## config.mk

```make
export PLATFORM = sky130hd
export DESIGN_NAME = clint
export DESIGN_NICKNAME = d
export VERILOG_FILES = /design/src/rtl/clint_pkg.sv /design/src/rtl/clint_prescaler.sv /design/src/rtl/clint.sv
export SDC_FILE = /design/constraint.sdc
export NUM_CORES = 1
export LEC_CHECK = 0
export ABC_CLOCK_PERIOD_IN_PS = 6750
export BUFFER_PORTS_ARGS = -buffer_cell sky130_fd_sc_hd__buf_4
export CAP_MARGIN = 0
export CELL_PAD_IN_SITES_DETAIL_PLACEMENT = 2
export CELL_PAD_IN_SITES_GLOBAL_PLACEMENT = 2
export CORE_ASPECT_RATIO = 1.2
export CORE_MARGIN = 10
export CORE_UTILIZATION = 41
export CTS_CLUSTER_DIAMETER = 30
export CTS_CLUSTER_SIZE = 16
export DETAILED_ROUTE_END_ITERATION = 16
export PLACE_DENSITY_LB_ADDON = 0.3
export SYNTH_ARGS = -nofsm -noshare
export SYNTH_HDL_FRONTEND = slang
export SYNTH_SLANG_ARGS = --single-unit
```

## constraint.sdc

```tcl
create_clock -name clk -period 6.75 [get_ports clk]
set_input_delay 0.3375 -clock clk [delete_from_list [all_inputs] [get_ports clk]]
set_output_delay 0.3375 -clock clk [all_outputs]
set_load 0.02 [all_outputs]
```

## src/rtl/clint_pkg.sv

```systemverilog
// Shared CLINT definitions: register offsets, reset values and the decoded bus request.
package clint_pkg;

  localparam int unsigned XLEN    = 32;
  localparam int unsigned MTIME_W = 64;
  localparam int unsigned OFF_W   = 16;

  localparam logic [OFF_W-1:0] CLINT_MSIP        = 16'h0000;
  localparam logic [OFF_W-1:0] CLINT_MTIMECMP_LO = 16'h4000;
  localparam logic [OFF_W-1:0] CLINT_MTIMECMP_HI = 16'h4004;
  localparam logic [OFF_W-1:0] CLINT_MTIME_LO    = 16'hBFF8;
  localparam logic [OFF_W-1:0] CLINT_MTIME_HI    = 16'hBFFC;

  // All-ones keeps the timer interrupt quiet until software programs a deadline.
  localparam logic [MTIME_W-1:0] MTIMECMP_RST = 64'hFFFF_FFFF_FFFF_FFFF;

  typedef enum logic [2:0] {
    REG_NONE,
    REG_MSIP,
    REG_CMP_LO,
    REG_CMP_HI,
    REG_TIME_LO,
    REG_TIME_HI
  } clint_reg_e;

  typedef struct packed {
    logic             req;
    logic             we;
    clint_reg_e       sel;
    logic [XLEN-1:0]  wdata;
  } clint_bus_req_t;

endpackage

```

## src/rtl/clint_prescaler.sv

```systemverilog
// Divides clk into one-cycle tick pulses every TICK_DIV cycles; TICK_DIV=1 ticks every cycle.
module clint_prescaler #(
  parameter int unsigned TICK_DIV = 1
) (
  input  logic clk,
  input  logic rst_n,
  output logic tick_o
);

  localparam int unsigned CNT_W = (TICK_DIV > 1) ? $clog2(TICK_DIV) : 1;
  localparam logic [CNT_W-1:0] LAST = CNT_W'(TICK_DIV - 1);

  logic [CNT_W-1:0] cnt_q, cnt_d;
  logic             tick_q, tick_d;

  // tick_q mirrors (cnt_q == LAST) so the tick is available straight from a flop.
  always_comb begin
    cnt_d  = (cnt_q == LAST) ? '0 : cnt_q + CNT_W'(1);
    tick_d = (cnt_d == LAST);
  end

  always_ff @(posedge clk or negedge rst_n) begin
    if (!rst_n) begin
      cnt_q  <= '0;
      tick_q <= (TICK_DIV == 1);
    end else begin
      cnt_q  <= cnt_d;
      tick_q <= tick_d;
    end
  end

  assign tick_o = tick_q;

endmodule

```

## src/rtl/clint.sv

```systemverilog
// Core-local interruptor: mtime/mtimecmp/msip registers behind a single-cycle 32-bit slave port.
module clint
  import clint_pkg::*;
#(
  parameter int unsigned ADDR_WIDTH = 16,
  parameter int unsigned TICK_DIV   = 1
) (
  input  logic                  clk,
  input  logic                  rst_n,
  input  logic                  req_i,
  input  logic                  we_i,
  input  logic [ADDR_WIDTH-1:0] addr_i,
  input  logic [31:0]           wdata_i,
  output logic                  rvalid_o,
  output logic [31:0]           rdata_o,
  output logic                  timer_irq_o,
  output logic                  soft_irq_o
);

  logic tick;

  clint_prescaler #(.TICK_DIV(TICK_DIV)) u_prescaler (
    .clk    (clk),
    .rst_n  (rst_n),
    .tick_o (tick)
  );

  logic [MTIME_W-1:0]    mtime_q, mtime_d;
  logic [MTIME_W-1:0]    mtimecmp_q, mtimecmp_d;
  logic                  msip_q, msip_d;
  logic                  rvalid_q, rvalid_d;
  logic [XLEN-1:0]       rdata_q, rdata_d;
  logic                  irq_q, irq_d;
  logic [ADDR_WIDTH-1:0] off;
  clint_bus_req_t        bus;
  logic [1:0]            unused_addr_lsb;

  assign unused_addr_lsb = addr_i[1:0];

  // Decode the word-aligned offset; anything unmapped becomes REG_NONE.
  always_comb begin
    off       = {addr_i[ADDR_WIDTH-1:2], 2'b00};
    bus.req   = req_i;
    bus.we    = we_i;
    bus.wdata = wdata_i;
    if      (off == ADDR_WIDTH'(CLINT_MSIP))        bus.sel = REG_MSIP;
    else if (off == ADDR_WIDTH'(CLINT_MTIMECMP_LO)) bus.sel = REG_CMP_LO;
    else if (off == ADDR_WIDTH'(CLINT_MTIMECMP_HI)) bus.sel = REG_CMP_HI;
    else if (off == ADDR_WIDTH'(CLINT_MTIME_LO))    bus.sel = REG_TIME_LO;
    else if (off == ADDR_WIDTH'(CLINT_MTIME_HI))    bus.sel = REG_TIME_HI;
    else                                            bus.sel = REG_NONE;
  end

  // A bus write to either mtime half overrides that cycle's increment without carrying.
  always_comb begin
    mtime_d    = tick ? mtime_q + MTIME_W'(1) : mtime_q;
    mtimecmp_d = mtimecmp_q;
    msip_d     = msip_q;
    if (bus.req && bus.we) begin
      case (bus.sel)
        REG_MSIP:    msip_d                = bus.wdata[0];
        REG_CMP_LO:  mtimecmp_d[31:0]      = bus.wdata;
        REG_CMP_HI:  mtimecmp_d[63:32]     = bus.wdata;
        REG_TIME_LO: mtime_d               = {mtime_q[63:32], bus.wdata};
        REG_TIME_HI: mtime_d               = {bus.wdata, mtime_q[31:0]};
        default:     ;
      endcase
    end
  end

  // Responses and the interrupt level are computed from pre-update register values.
  always_comb begin
    rvalid_d = bus.req;
    rdata_d  = '0;
    irq_d    = (mtime_q >= mtimecmp_q);
    if (bus.req && !bus.we) begin
      case (bus.sel)
        REG_MSIP:    rdata_d = {{(XLEN-1){1'b0}}, msip_q};
        REG_CMP_LO:  rdata_d = mtimecmp_q[31:0];
        REG_CMP_HI:  rdata_d = mtimecmp_q[63:32];
        REG_TIME_LO: rdata_d = mtime_q[31:0];
        REG_TIME_HI: rdata_d = mtime_q[63:32];
        default:     rdata_d = '0;
      endcase
    end
  end

  always_ff @(posedge clk or negedge rst_n) begin
    if (!rst_n) begin
      mtime_q    <= '0;
      mtimecmp_q <= MTIMECMP_RST;
      msip_q     <= 1'b0;
      rvalid_q   <= 1'b0;
      rdata_q    <= '0;
      irq_q      <= 1'b0;
    end else begin
      mtime_q    <= mtime_d;
      mtimecmp_q <= mtimecmp_d;
      msip_q     <= msip_d;
      rvalid_q   <= rvalid_d;
      rdata_q    <= rdata_d;
      irq_q      <= irq_d;
    end
  end

  assign rvalid_o    = rvalid_q;
  assign rdata_o     = rdata_q;
  assign timer_irq_o = irq_q;
  assign soft_irq_o  = msip_q;

endmodule

```

After elaboration in Yosys (flattened, before gate mapping)
Cells that the tools add are included.
{"block": "word_totals", "register_bits": 165, "out_inout_bits": 35}
{"block": "classes", "n_addsub": 2, "magnitude_cmp": 1, "n_eq_ne": 11, "n_mux": 11, "bitwise": 1, "n_reduce_logical": 7}
{"cell": "case mux 32 bit (5 select lines)", "count": 1}
{"cell": "two-way mux 64 bit", "count": 2}
{"cell": "case mux 64 bit (2 select lines)", "count": 1}
{"cell": "adder 64 x 1 -> 64 bit (second input constant)", "count": 1}
{"cell": "greater-or-equal comparator 64 bit", "count": 1}
{"cell": "two-way mux 32 bit", "count": 1}
{"cell": "equality test 14 x 13 -> 1 bit (second input constant)", "count": 2}
{"cell": "equality test 14 bit (second input constant)", "count": 2}
{"cell": "two-way mux 3 bit", "count": 5}
{"cell": "zero test 14 bit", "count": 1}
{"cell": "equality test 3 x 2 -> 1 bit (second input constant)", "count": 2}
{"cell": "equality test 3 bit (second input constant)", "count": 2}
{"cell": "AND reduction 2 bit", "count": 3}
{"cell": "inequality test 2 bit (second input constant)", "count": 2}
{"cell": "equality test 3 x 1 -> 1 bit (second input constant)", "count": 1}
{"cell": "logical AND 1 bit", "count": 2}
{"cell": "adder 1 bit (second input constant)", "count": 1}
{"cell": "zero test 1 bit", "count": 1}
{"cell": "two-way mux 1 bit", "count": 1}
{"cell": "NOT 1 bit", "count": 1}

Depth between registers and ports, before layout
Gate-level depths: netlist of the first run.
{"block": "depth", "word_depth": 9, "depth_mapped": 9}

Modules after synthesis
From an unflattened synthesis of the first run, not the netlist that was laid out.
{"block": "unflattened", "cells_unflattened": 1122, "hier_area_um2": 10003.3}
{"module": "clint", "instances": 1, "cells_each": 1120, "area_per_inst_um2": 9992.1, "seq_area_each_um2": 4159.0}
{"module": "clint_prescaler", "instances": 1, "cells_each": 2, "area_per_inst_um2": 11.3, "seq_area_each_um2": 0.0}

Worst setup path before layout of the first run
Ideal clock, no wire load.
{"block": "synth_timing", "kind": "flip-flop to flip-flop", "startpoint": "register mtime_q[0]", "endpoint": "register mtime_q[46]", "setup_ns": 0.137, "arrival_time_ns": 2.020, "setup_slack_ns": 4.593, "path_stages_with_launch": 10, "n_path_buf": 2, "synth_period_minus_slack_ns": 2.157, "path_cell_list": "dfrtp_1 > ha_1 > and2_1 > and4_1 > buf_2 > nand3_2 > buf_2 > or3_1 > o211ai_1 > o311ai_1"}
{"block": "synth_between", "elab_chain_cells": 4}
{"item": "start, declared", "line": "clint.sv:28", "rtl": "logic [MTIME_W-1:0] mtime_q, mtime_d;"}
{"item": "start signal, assigned", "line": "clint.sv:97", "rtl": "mtime_q <= mtime_d;"}
{"item": "adder 64 x 1 -> 64 bit (*)", "line": "clint.sv:56", "rtl": "mtime_d = tick ? mtime_q + MTIME_W'(1) : mtime_q;"}
{"item": "two-way mux 64 bit (*)", "line": "clint.sv:56"}
{"item": "case mux 64 bit (2 select lines)", "line": "clint.sv:60", "rtl": "case (bus.sel)"}
{"item": "two-way mux 64 bit (*)", "line": "clint.sv:59", "rtl": "if (bus.req && bus.we) begin"}
Mark *: on every way between the ends. The rest lies on a longest branch, timed or not.
A chain may end at the register's enable or synchronous reset.

Worst setup path after layout of the first run
{"block": "layout_timing", "startpoint": "register mtime_q[22]", "endpoint": "register mtime_q[52]"}
The elaborated chain is that of the path after synthesis.

==> metrics, run 1 <==
status=complete, but fails checks; violated checks=hold timing; Synth Area per Inst=about 9 µm²; number of global-route vias before repair=~10000; Synth area leaders=dfrtp_1, dfstp_2, ha_1, nand2_1, a21oi_1; crit path DAT=roughly 3.8 ns; asr flop ratio synth=100.0%; worst endpoint required time=7.11 ns; TritonCTS clock tree=done; Post-Syn Instances=~1100; leading area contributor after synthesis=dfrtp_1; Die ar.=30380 µm²; minimum clock period=3.456 ns; # rows=61; top cells by count, synth=nand2_1, dfrtp_1, a21oi_1; antenna violations before repair=0; share of the synthesized area in the top cell type=about 25%; IO Pins=87; WHS=-0.009385 ns; Worst setup EP type=flip-flop; clock slew at reported path FFs=approximately 0.080 ns; Max-slew headroom=around 29%; RSZ-0062 raised after global routing=no; Max Freq=between 200 and 300 MHz; FILL cells=~2500; max-slew violations=0; layout cells sized above 1=a little over a fifth; Max Cap Viol=0; ys flop type=dfrtp_1; GP Congestion=around 0.86; Tightest Pin Transition=between 1 and 1.5 ns; clk sink count=roughly 160; Antenna Nets Post-Route=0; number of synthesized flops with an enable pin=0; mapped cell area=9752 µm²; nets=roughly 1200; GRT Overall Usage=about a quarter; WS Path Type=reg -> reg; GRT Residual Overflow=0; startpoint types=flip-flop; Net Count, Synth=about 1200; slowest CP cell=nor3_1; Final setup viols=0; Clock Skews=about 0.015 ns; #FFs+latches synth=roughly 160; total negative setup slack=0 ns; Area Overhead vs Synth=14.96%; routed length per instance=about 27 µm; Worst Hold Class=in -> async; pin count of the biggest net entering global routing=just under 100; final wirelength=~39 mm; Post-DP HPWL=approximately 27 mm; Ant. Diodes=0; PortBufs=84; PD cells=roughly 190 nW/µm²; Worst path max stage delay=0.80 ns; hold buffer count at cts=0; cell mode on critical path=nor3_1; maximum vdd drop=around 160 µV; Root Driver=clkbuf_16; initial drt markers=~760; Warnings, synthesis=0; Synth cell types=just under 70; first-pass GRT wire length=between 60 and 70 mm; vias per cell=between 6 and 7; DIE HEIGHT=188.9 µm; clock buffer depth=2; sequential area share after synthesis=42.65%; post-CTS setup buffers=0; leakage power=4.846 nW; cell breakdown of the critical path=nand3_1 -> nor4_4 -> nand4_2 -> nor3_1 -> a311oi_1 -> nor3_1; FF-to-FF path depth=6; drt pass-1 iters=8; critical path peak fanout=16; number of gates resized after cts=0; DR vias=between 9000 and 10000; cts bufs inserted=17; final hold vios=2; effective utilization at floorplan=around two fifths; most common cell in the netlist=nand2_1; Chip Width=160.8 µm; clock latency on the worst-skew pair=0.45 ns; H-tree Lvls=4; drc violations=0; core region area=between 20000 and 25000 µm²; Tcrit/Tclk final=51.20%
[critical path, delay by kind of cell (launching register included)]
kind	cells	cell delay, ns
compound gates	1	0.23
flops	1	0.51
simple gates	5	2.62
[report_power, final]
| part | total, mW | switching [mW] | leakage (nW) | internal, mW |
|---|---|---|---|---|
| Sequential | 1.04 | 0.0443 | 1.86 | 0.997 |
| Combinational | 0.157 | 0.0945 | 2.71 | 0.0627 |
| Clock | 0.955 | 0.461 | 0.281 | 0.494 |
[worst paths after layout]
check,from,endpoint,slack (ns)
setup / recovery,mtime_q[22]$_DFFE_PN0P_,mtime_q[52]$_DFFE_PN0P_,3.29
hold / removal,rst_n,rdata_o[13]$_DFF_PN0_,-0.009
setup reg to reg,mtime_q[22]$_DFFE_PN0P_,mtime_q[52]$_DFFE_PN0P_,3.29
hold reg to reg,mtimecmp_q[23]$_DFFE_PN1P_,rdata_o[23]$_DFF_PN0_,0.52
max in group asynchronous,rst_n,rdata_o[29]$_DFF_PN0_,5.21
min in group clk,req_i,rvalid_o$_DFF_PN0_,0.02
[metal layers]
layer,up-vias,GRT usage (%),share of wire (%)
met5,-,0,0
met4,0,11.84,3.6
met3,95,4.427,4.4
met2,299,45.91,52
met1,4821,29.19,40
li1,4060,-,-
[metrics by stage]
| stage | util (%) | area, µm² | setup WS [ns] | cells | power [mW] |
|---|---|---|---|---|---|
| 2_1_floorplan | - | 9752 | 4.593 | 1062 | 1.113 |
| 6_report | 48.16 | 11210 | 3.294 | 1452 | 2.154 |
| 3_3_place_gp | 45.76 | 10650 | 3.433 | 1420 | 1.199 |
| 5_1_grt | 48.16 | 11210 | 3.190 | 1452 | 2.227 |
| 4_1_cts | 48.16 | 11210 | 3.418 | 1452 | 2.164 |
| 3_5_place_dp | 45.76 | 10650 | 3.344 | 1420 | 1.209 |
[cell type report]
cell class,count,area [µm²],area share [%]
repair buffers,97,732.0,6.529
clock buffers,18,439.2,3.917
well taps,315,394.1,3.516
inverters,81,304.0,2.712
multi-input cells,764,5062,45.16
flip-flops and latches,163,4159,37.10
clock inverters,14,120.1,1.071
[sequential cells by signal, summed over array words and instances, names as in the netlist]
| signal | count |
|---|---|
| mtime_q | 64 |
| mtimecmp_q | 64 |
| rdata_o | 32 |
| rvalid_o | 1 |
| soft_irq_o | 1 |
| timer_irq_o | 1 |
[logic make-up after synthesis]
| logic type | share of synthesized area (%) |
|---|---|
| AO/OA/AOI/OAI | 19.86 |
| multiplexers | 4.503 |
| buffers and inverters | 5.671 |
| AND/OR/NAND/NOR | 18.80 |
| flip-flops | 42.65 |
| XOR/XNOR | 0.1797 |
| adder cells (fa/ha/maj) | 8.340 |
[layout by cell type (no fill, tap or decap), drive strengths merged, types with 5 or more instances in the layout]
cell and instances:
nor2 69, nand2 129, and2 7, clkbuf 18, o32ai 5, o21ai 67
ha 65, nand3 44, dfrtp 99, a21o 9, dfstp 64, or3 10
a221oi 5, a21oi 83, o221a 7, nand4 28, a311oi 7, o211ai 11
clkinv 5, o21a 8, nor3 29, and4 7, inv 90, o22ai 10
buf 97, and3 12, o311ai 5, a211oi 13, nor4 21, a222oi 31
mux2 31, mux2i 9
(Power assumes the default switching activity.)
==> inputs of run 2 (changes only) <==
--- a/config.mk
+++ b/config.mk
@@ -5,14 +5,14 @@
 export SDC_FILE = /design/constraint.sdc
 export NUM_CORES = 1
 export LEC_CHECK = 0
-export ABC_CLOCK_PERIOD_IN_PS = 6750
+export ABC_CLOCK_PERIOD_IN_PS = 3500
 export BUFFER_PORTS_ARGS = -buffer_cell sky130_fd_sc_hd__buf_4
 export CAP_MARGIN = 0
 export CELL_PAD_IN_SITES_DETAIL_PLACEMENT = 2
 export CELL_PAD_IN_SITES_GLOBAL_PLACEMENT = 2
 export CORE_ASPECT_RATIO = 1.2
 export CORE_MARGIN = 10
-export CORE_UTILIZATION = 41
+export CORE_UTILIZATION = 38
 export CTS_CLUSTER_DIAMETER = 30
 export CTS_CLUSTER_SIZE = 16
 export DETAILED_ROUTE_END_ITERATION = 16
==> constraint.sdc (replaced) <==
create_clock -name clk -period 3.5 [get_ports clk]
set_input_delay 0.175 -clock clk [delete_from_list [all_inputs] [get_ports clk]]
set_output_delay 0.175 -clock clk [all_outputs]
set_load 0.02 [all_outputs]
==> run 2 against run 1 <==
The run now ends clean. Clock skew fell by 0.0024 ns. Global-route usage decreased by 1.9 points. Via count increased by 0.95%. Sequential power rose by 92%. Clock-buffer cell count is 2 higher. Die area rose by 7.0%. Setup slack lost 2.9 ns. Critical endpoint is now mtime_q[26]$_DFFE_PN0P_. Largest power group unchanged.
==> metrics, run 2 (synthesis results as in run 1) <==
startpoint types=flip-flop; post-CTS setup buffers=0; Antenna Nets Post-Route=0; Critical path origin=mtime_q[0]$_DFFE_PN0P_; WS Path Type=reg -> reg; drc violations=0; Overall Power=between 4 and 5 mW; GP Congestion=between 0.8 and 0.9; Post-DP HPWL=about 27 mm; met2 Usage GRT=42.73%; final hold vios=0; most common cell after layout, fill and taps aside=nand2_1; most frequent cells in the layout=nand2_1, buf_4, dfrtp_1, a21oi_1, inv_1; status=finished clean; busiest grt layer=met2; sw frac=a little over a quarter; cell family with the largest share of critical-path delay=simple AND/OR/NAND/NOR gates; PortBufs=84; cell breakdown of the critical path=ha_1 -> and2_1 -> and4_1 -> and3_1 -> nand2_1 -> o311ai_0 -> o211ai_1; initial drt markers=approximately 660; placement-stage cell area=around 11000 µm²; DR vias=about 9400; Final setup viols=0; # rows=64; routed length per instance=25.62 µm; switching power=between 1 and 1.5 mW; WP buf/inv=0; final core utilization=between 40% and 50%; Tcrit/Tclk final=around nine tenths; Final Cell Area=about 12000 µm²; TritonCTS clock tree=done; number of gates resized after cts=0; Worst path max stage delay=0.60 ns; FILL cells=between 2000 and 3000; final wirelength=roughly 39 mm; clock latency on the worst-skew pair=between 0.4 and 0.5 ns; clock buffer depth=2; total negative setup slack=0 ns; max-slew violations=0; nets=about 1300; Tightest Pin Transition=~0.85 ns; global routing usage on met3=about 4.1%; clock power share=around 44%; reg-to-reg startpoint=mtime_q[0]$_DFFE_PN0P_; Worst setup EP type=flip-flop; PD cells=between 300 and 400 nW/µm²; multi-input logic area=roughly 5100 µm²; effective utilization at floorplan=about two fifths; maximum vdd drop=about 280 µV; critical path peak fanout=8; cts bufs inserted=17; leakage power=5.026 nW; pin count of the biggest net entering global routing=around 70; Die ar.=32500 µm²; DIE HEIGHT=195.5 µm; Area Overhead vs Synth=19.36%; crit path DAT=approximately 3.4 ns; core region area=roughly 25000 µm²; Max Cap Viol=0; H-tree Lvls=4; Chip Width=~170 µm; Int Power=about 3 mW; Max-slew headroom=between 40% and 50%; Ant. Diodes=0; first-pass GRT wire length=62.03 mm; layout cells sized above 1=between 20% and 30%; clock slew at reported path FFs=approximately 0.07 ns; Root Driver=clkbuf_16; drt pass-1 iters=7; GRT Residual Overflow=0; combinational power share=about 8.1%; met1 Use GR=27.88%; register area=about 4200 µm²; Max Freq=~320 MHz; slowest CP cell=o311ai_0; WHS=about 0.017 ns; Clock Skews=roughly 0.012 ns; Worst Hold Class=in -> reg; antenna violations before repair=0; worst endpoint required time=3.78 ns; Hold Path Origin=wdata_i[17]; GRT Overall Usage=23.81%; RSZ-0062 raised after global routing=no; sequential share of power=between 40 and 50%; minimum clock period=3.134 ns; vias per cell=6.192; number of global-route vias before repair=about 11000; IO Pins=87; clk sink count=between 150 and 200
## run 2: cell count changes in the layout (fill, tap and decap cells not counted), sizes merged
cell / change
buf: +16
inv: -6
clkinvlp: +4
dlygate4sd3: +29
clkbuf: +2
## run 2: final timing paths
path | endpoint | slack [ns] | cells after the start
max | mtime_q[26]$_DFFE_PN0P_ | 0.37 | 7
min | mtime_q[49]$_DFFE_PN0P_ | 0.02 | 3
max reg2reg | mtime_q[26]$_DFFE_PN0P_ | 0.37 | 7
min reg2reg | rdata_o[22]$_DFF_PN0_ | 0.51 | 2
max in group asynchronous | mtimecmp_q[33]$_DFFE_PN1P_ | 2.31 | 3
min in group asynchronous | rdata_o[10]$_DFF_PN0_ | 0.30 | 2
## run 2: area by class of cell
cell class	count	share of cell area, %
Clock buffer	20	3.923
Clock inverter	12	0.8599
Inverter	81	2.612
Multi-Input combinational cell	764	43.41
Sequential cell	163	35.73
Tap cell	330	3.547
Timing Repair Buffer	142	9.922
## run 2: power groups by stage
stage / Clock (mW) / Sequential (mW) / Combinational, mW
2_1_floorplan: 0 / 1.99 / 0.153
3_3_place_gp: 0 / 2.02 / 0.296
3_5_place_dp: 0 / 2.03 / 0.307
4_1_cts: 1.86 / 1.99 / 0.338
5_1_grt: 1.94 / 2.00 / 0.373
6_report: 1.83 / 2.00 / 0.335
## run 2: tightest hold or removal path, stage by stage
cell	delay, ns
buf_4	0.11
nand2_1	0.05
nand3_1	0.08
## run 2: metal layers
layer / vias up / part of all wire, %
met4: 0 / 2.5
met3: 66 / 4.3
li1: 4149 / -
met5: - / 0
met1: 4879 / 40
met2: 269 / 53
## run 2: what timing repair did
action                     4_1_cts  5_1_grt
hold buffers                    29        0
setup endpoints to repair        0        0
hold endpoints to repair        89        0
## run 2: stage by stage
step	worst slack [ns]	std cells
after floorplan	1.343	1062
final	0.3665	1512
after detailed placement	0.6424	1451
after global placement	0.7640	1451
after global routing	0.3169	1512
after CTS	0.4209	1512
